File: config.mk
export PLATFORM = sky130hd
export DESIGN_NAME = fir_coeff_sequencer
export DESIGN_NICKNAME = d
export VERILOG_FILES = /design/src/rtl/fir_coeff_sequencer.sv
export SDC_FILE = /design/constraint.sdc
export NUM_CORES = 1
export LEC_CHECK = 0
export BUFFER_PORTS_ARGS = -buffer_cell sky130_fd_sc_hd__clkbuf_2
export CAP_MARGIN = 20
export CORE_ASPECT_RATIO = 0.9
export CORE_MARGIN = 3
export CORE_UTILIZATION = 45
export CTS_CLUSTER_DIAMETER = 100
export DETAILED_ROUTE_END_ITERATION = 6
export PLACE_DENSITY = 0.74
export SETUP_SLACK_MARGIN = 0.5
export SYNTH_ARGS = -nofsm -noshare
export SYNTH_HDL_FRONTEND = slang
export SYNTH_SLANG_ARGS = --single-unit
File: constraint.sdc
create_clock -name user_clk -period 17.15 [get_ports user_clk]
set_clock_uncertainty 0.05 [all_clocks]
set_input_delay 0 -clock user_clk [delete_from_list [all_inputs] [get_ports user_clk]]
set_output_delay 0 -clock user_clk [all_outputs]
set_load 0.005 [all_outputs]
File: src/rtl/fir_coeff_sequencer.sv
// Double-banked FIR coefficient loader: latches coefficient pairs, streams them
// tap by tap into the inactive bank, and optionally swaps banks on a frame sync.
module fir_coeff_sequencer #(
    parameter int N_PAIRS = 8,
    parameter int COEF_W  = 16
) (
    input  logic                         user_clk,
    input  logic                         user_rst,
    input  logic [31:0]                  ctrl_reg,
    input  logic [32*N_PAIRS-1:0]        pairs_in,
    input  logic                         sync_in,
    input  logic                         coef_ready,
    output logic                         coef_we,
    output logic [$clog2(2*N_PAIRS)-1:0] coef_addr,
    output logic [COEF_W-1:0]            coef_data,
    output logic                         coef_bank,
    output logic                         active_bank,
    output logic [31:0]                  status_out
);
    localparam int N_TAPS = 2 * N_PAIRS;
    localparam int ADDR_W = $clog2(N_TAPS);
    localparam logic [ADDR_W-1:0] LAST_TAP = ADDR_W'(N_TAPS - 1);

    typedef enum logic [2:0] {
        S_IDLE,
        S_LATCH,
        S_WRITE,
        S_WAIT_SYNC,
        S_SWAP
    } state_t;

    state_t                r_state;
    logic [ADDR_W-1:0]     r_idx;
    logic [32*N_PAIRS-1:0] r_shadow;
    logic                  r_swap_en;
    logic                  r_active;
    logic                  r_done;
    logic                  r_ctrl_d;
    logic                  r_armed;
    logic [7:0]            r_ign_cnt;
    logic [15:0]           r_load_cnt;

    logic w_req;
    logic w_busy;
    logic w_in_write;
    logic w_unused_ctrl;

    function automatic logic [7:0] sat_inc8(input logic [7:0] v);
        return (v == 8'hFF) ? v : v + 8'd1;
    endfunction

    // Even taps come from the upper half of a pair, odd taps from the lower half.
    function automatic logic [COEF_W-1:0] tap_select(input logic [32*N_PAIRS-1:0] sh,
                                                    input logic [ADDR_W-1:0]     idx);
        logic [31:0] pair;
        pair = sh[32 * (int'(idx) / 2) +: 32];
        return idx[0] ? pair[COEF_W-1:0] : pair[31 -: COEF_W];
    endfunction

    // r_armed blocks a level that was already high when reset released.
    assign w_req         = ctrl_reg[0] & ~r_ctrl_d & r_armed;
    assign w_busy        = (r_state != S_IDLE);
    assign w_in_write    = (r_state == S_WRITE);
    assign w_unused_ctrl = ^ctrl_reg[31:2];

    always_ff @(posedge user_clk) begin
        if (user_rst) begin
            r_state    <= S_IDLE;
            r_idx      <= '0;
            r_swap_en  <= 1'b0;
            r_active   <= 1'b0;
            r_done     <= 1'b0;
            r_ctrl_d   <= 1'b0;
            r_armed    <= 1'b0;
            r_ign_cnt  <= 8'd0;
            r_load_cnt <= 16'd0;
        end else begin
            r_ctrl_d <= ctrl_reg[0];
            if (!ctrl_reg[0]) begin
                r_armed <= 1'b1;
            end
            if (w_req && w_busy) begin
                r_ign_cnt <= sat_inc8(r_ign_cnt);
            end
            case (r_state)
                S_IDLE: begin
                    if (w_req) begin
                        r_state   <= S_LATCH;
                        r_done    <= 1'b0;
                        r_swap_en <= ctrl_reg[1];
                    end
                end
                S_LATCH: begin
                    r_idx   <= '0;
                    r_state <= S_WRITE;
                end
                S_WRITE: begin
                    if (coef_ready) begin
                        if (r_idx == LAST_TAP) begin
                            if (r_swap_en) begin
                                r_state <= S_WAIT_SYNC;
                            end else begin
                                r_state    <= S_IDLE;
                                r_done     <= 1'b1;
                                r_load_cnt <= r_load_cnt + 16'd1;
                            end
                        end else begin
                            r_idx <= r_idx + 1'b1;
                        end
                    end
                end
                S_WAIT_SYNC: begin
                    // Bank flip, done and count all land as SWAP is entered.
                    if (sync_in) begin
                        r_state    <= S_SWAP;
                        r_active   <= ~r_active;
                        r_done     <= 1'b1;
                        r_load_cnt <= r_load_cnt + 16'd1;
                    end
                end
                S_SWAP: begin
                    r_state <= S_IDLE;
                end
                default: begin
                    r_state <= S_IDLE;
                end
            endcase
        end
    end

    // The shadow copy is pure data, so it is not reset; coef_data is gated instead.
    always_ff @(posedge user_clk) begin
        if (r_state == S_LATCH) begin
            r_shadow <= pairs_in;
        end
    end

    assign coef_we     = w_in_write & coef_ready;
    assign coef_addr   = r_idx;
    assign coef_data   = w_in_write ? tap_select(r_shadow, r_idx) : '0;
    assign coef_bank   = ~r_active;
    assign active_bank = r_active;
    assign status_out  = {r_ign_cnt, r_load_cnt, 4'b0000, r_active, r_done, w_busy, 1'b0};

endmodule

==> results.sh <==
export IMPL_outcome="finished clean"
export IMPL_htreeDepth=1
export IMPL_ctsHoldBuffers=260
export IMPL_crit_arrival_ps=3580
export IMPL_drive_gt1_share_pct=36.1
export IMPL_cts_tree="yes"
export IMPL_synth_edff_count=256
export IMPL_synthToLayoutAreaGrowth_pct=47.5
export IMPL_design_die_area_um2=27600
export IMPL_hold_viol=0
export IMPL_hpwlAfterDp_um=18500
export IMPL_num_vias=8243
export IMPL_ir_drop_uv=87.6
export IMPL_cts_setup_buffers=0
export IMPL_nNetsFinal=1495
export IMPL_worstHoldPathType="in -> reg"
export IMPL_design_core_area_um2=24700
export IMPL_synth_cells=629
export IMPL_wl_um=33800
export IMPL_finalSetupTns_ps=0
export IMPL_drv_cap=0
export IMPL_clock_path_buffers=3
export IMPL_startpoint_type="flip-flop"
export IMPL_via_per_inst=5.28
export IMPL_yosysMostFrequentCell="edfxtp_1"
export IMPL_yosys_top_cells_area="edfxtp_1 67%, mux4_2 12%, dfxtp_1 6.2%, inv_1 1.2%, o221ai_1 1.1%"
export IMPL_drt_initial_drc_count=693
export IMPL_num_rows=54
export IMPL_p_leak_uw=0.00640
export IMPL_clkLatencyLatePin_ps=540
export IMPL_synthArstFlopShare_pct=0
export IMPL_numPortBuffers=311
export IMPL_drc_errors=0
export IMPL_power_uw=1880
export IMPL_r2r_start="r_state[0]$_SDFFE_PP0P_"
export IMPL_grt_max_degree=106
export IMPL_grt_pass1_wl_um=50900
export IMPL_cellPowerDensity_nw_per_um2=111
export IMPL_clk_pin_slew_ps=70
export IMPL_yosysTopAreaCell="edfxtp_1"
export IMPL_grt_pass1_vias=8994
export IMPL_fillCellCount=1578
export IMPL_r2r_end="r_shadow[106]$_DFFE_PN_"
export IMPL_drt_pass1_iter_count=5
export IMPL_syn_area_um2=11500
export IMPL_wl_per_cell_um=21.6
export IMPL_critPathKind="reg -> out"
export IMPL_grt_antenna_before_repair=2
export IMPL_antenna_left=0
export IMPL_fin_crit_ps=3630
export IMPL_start_util_pct=46.6
export IMPL_yosysUniqueCellTypes=56
export IMPL_rsz0062_at_grt="false"
export IMPL_slew_headroom_pct=27.3
export IMPL_ys_seq_area_share_pct=72.9
export IMPL_grt_overflow_total=0
export IMPL_clockRootBuffer="clkbuf_16"
export IMPL_die_height_um=158
export IMPL_r2r_slack_ps=14140
export IMPL_hold_end="r_shadow[136]$_DFFE_PN_"
export IMPL_cts_sinks=292
export IMPL_ys_seq_elements=292
export IMPL_yosysWarnings=0
export IMPL_period_share_pct=21.1
export IMPL_synth_top_area_share_pct=66.7
export IMPL_cp_required_ps=17100
export IMPL_synth_commonest_cells="256 x edfxtp_1, 64 x mux4_2, 36 x dfxtp_1, 36 x inv_1, 19 x nor2_1"
export IMPL_end_kind="output pin"
export IMPL_finalSetupViolCount=0
export IMPL_gp_congestion=0.787
export IMPL_hold_start="pairs_in[136]"
export IMPL_syn_area_per_cell_um2=18.3
export IMPL_cts_resized=0
export IMPL_slew_viol_final=0
export IMPL_numCtsBuffers=30
export IMPL_tightestPinTransition_ps=1090
export IMPL_cp_max_fo=41
export IMPL_synth_main_ff_cell="edfxtp_1"
export IMPL_reg2reg_depth=3
export IMPL_fmaxAchievable_mhz=276
export IMPL_die_w_um=175
export IMPL_track_usage_pct=24.2
export IMPL_io_pins=347
export IMPL_worstHoldPathCells=2
[report_power, final]
group	internal, uW	switching, uW	total, uW
combinational	113	146	259
sequential	910	34.4	944
clock	398	284	681
total	1420	464	1880
[state kept, by name, indices dropped and copies added (netlist names)]
signal       cells
coef_addr        4
r_ctrl_d         1
active_bank      1
r_state          3
r_swap_en        1
r_ign_cnt        8
r_armed          1
r_done           1
r_load_cnt      16
r_shadow       256
[worst max-delay path, cell delays in order (launching register included)]
cell and delay, ps:
dfxtp_4 720, buf_4 740, mux4_2 600, a22oi_1 410, o221ai_1 270, clkbuf_2 200
[worst max path at each step]
| stage | start | endpoint |
|---|---|---|
| detailed placement | coef_addr[1]$_SDFFE_PP0P_ | coef_data[10] |
| floorplan | r_state[0]$_SDFFE_PP0P_ | r_shadow[0]$_DFFE_PN_ |
| global placement | coef_addr[1]$_SDFFE_PP0P_ | coef_data[10] |
| CTS | coef_addr[1]$_SDFFE_PP0P_ | coef_data[10] |
| global route | coef_addr[1]$_SDFFE_PP0P_ | coef_data[10] |
| finish | coef_addr[1]$_SDFFE_PP0P_ | coef_data[6] |
[cell usage in the layout, fill, tap and decap left out, types with 4 or more instances in the layout]
master and instances:
a22oi_1 15, or4_1 10, and3_1 5, nand4_1 6, nand2_1 11, mux4_2 64
bufinv_16 5, dfxtp_1 34, clkinv_2 5, dlygate4sd3_1 260, nor4_1 4, o31ai_1 10
conb_1 5, nand3_1 14, a21oi_1 18, o21ai_0 6, edfxtp_1 256, nor2_1 19
clkbuf_16 30, o221ai_1 15, clkbuf_2 311, clkinv_1 6, buf_4 4, inv_1 35
nor2b_1 7
[kinds of logic after synthesis]
logic type      after synthesis  synth area share (%)
fa+ha+maj                     3                 0.326
simple gates                101                  5.23
other cells                   1                0.0325
buf+inv                      77                  3.02
mux                          71                  13.2
flops                       292                  72.9
xor+xnor                      5                 0.380
compound gates               79                  4.95
[final cells by class]
cell class	count	area [um^2]	share of cell area, %
antenna	3	7.51	0.0441
multi-input combinational	264	2800	16.5
tap	336	420	2.47
timing repair buffer	575	4190	24.6
clock inverter	22	267	1.57
inverter	37	146	0.861
sequential	292	8420	49.5
clock buffer	33	762	4.48
[through the flow]
stage          setup WS [ps]  instance area, um^2  utilization [%]  instances  hold slack (ps)
6_report               13520                17000             68.8       1562              101
2_1_floorplan          10670                11500                -        633             41.8
5_1_grt                13260                17000             68.8       1561             85.7
3_5_place_dp           14070                13400             54.1       1244              129
3_3_place_gp           14030                13400             54.1       1244              126
4_1_cts                13480                17000             68.8       1559             71.9
[routing by layer]
metal	track usage [%]	vias up	share of wire (%)
li1	-	3699	-
met1	29.3	4024	37
met2	42.4	437	51
met3	5.59	83	7.9
met4	9.57	0	4.1
met5	0	-	0
Note: power is estimated with default switching activity, not from simulation.
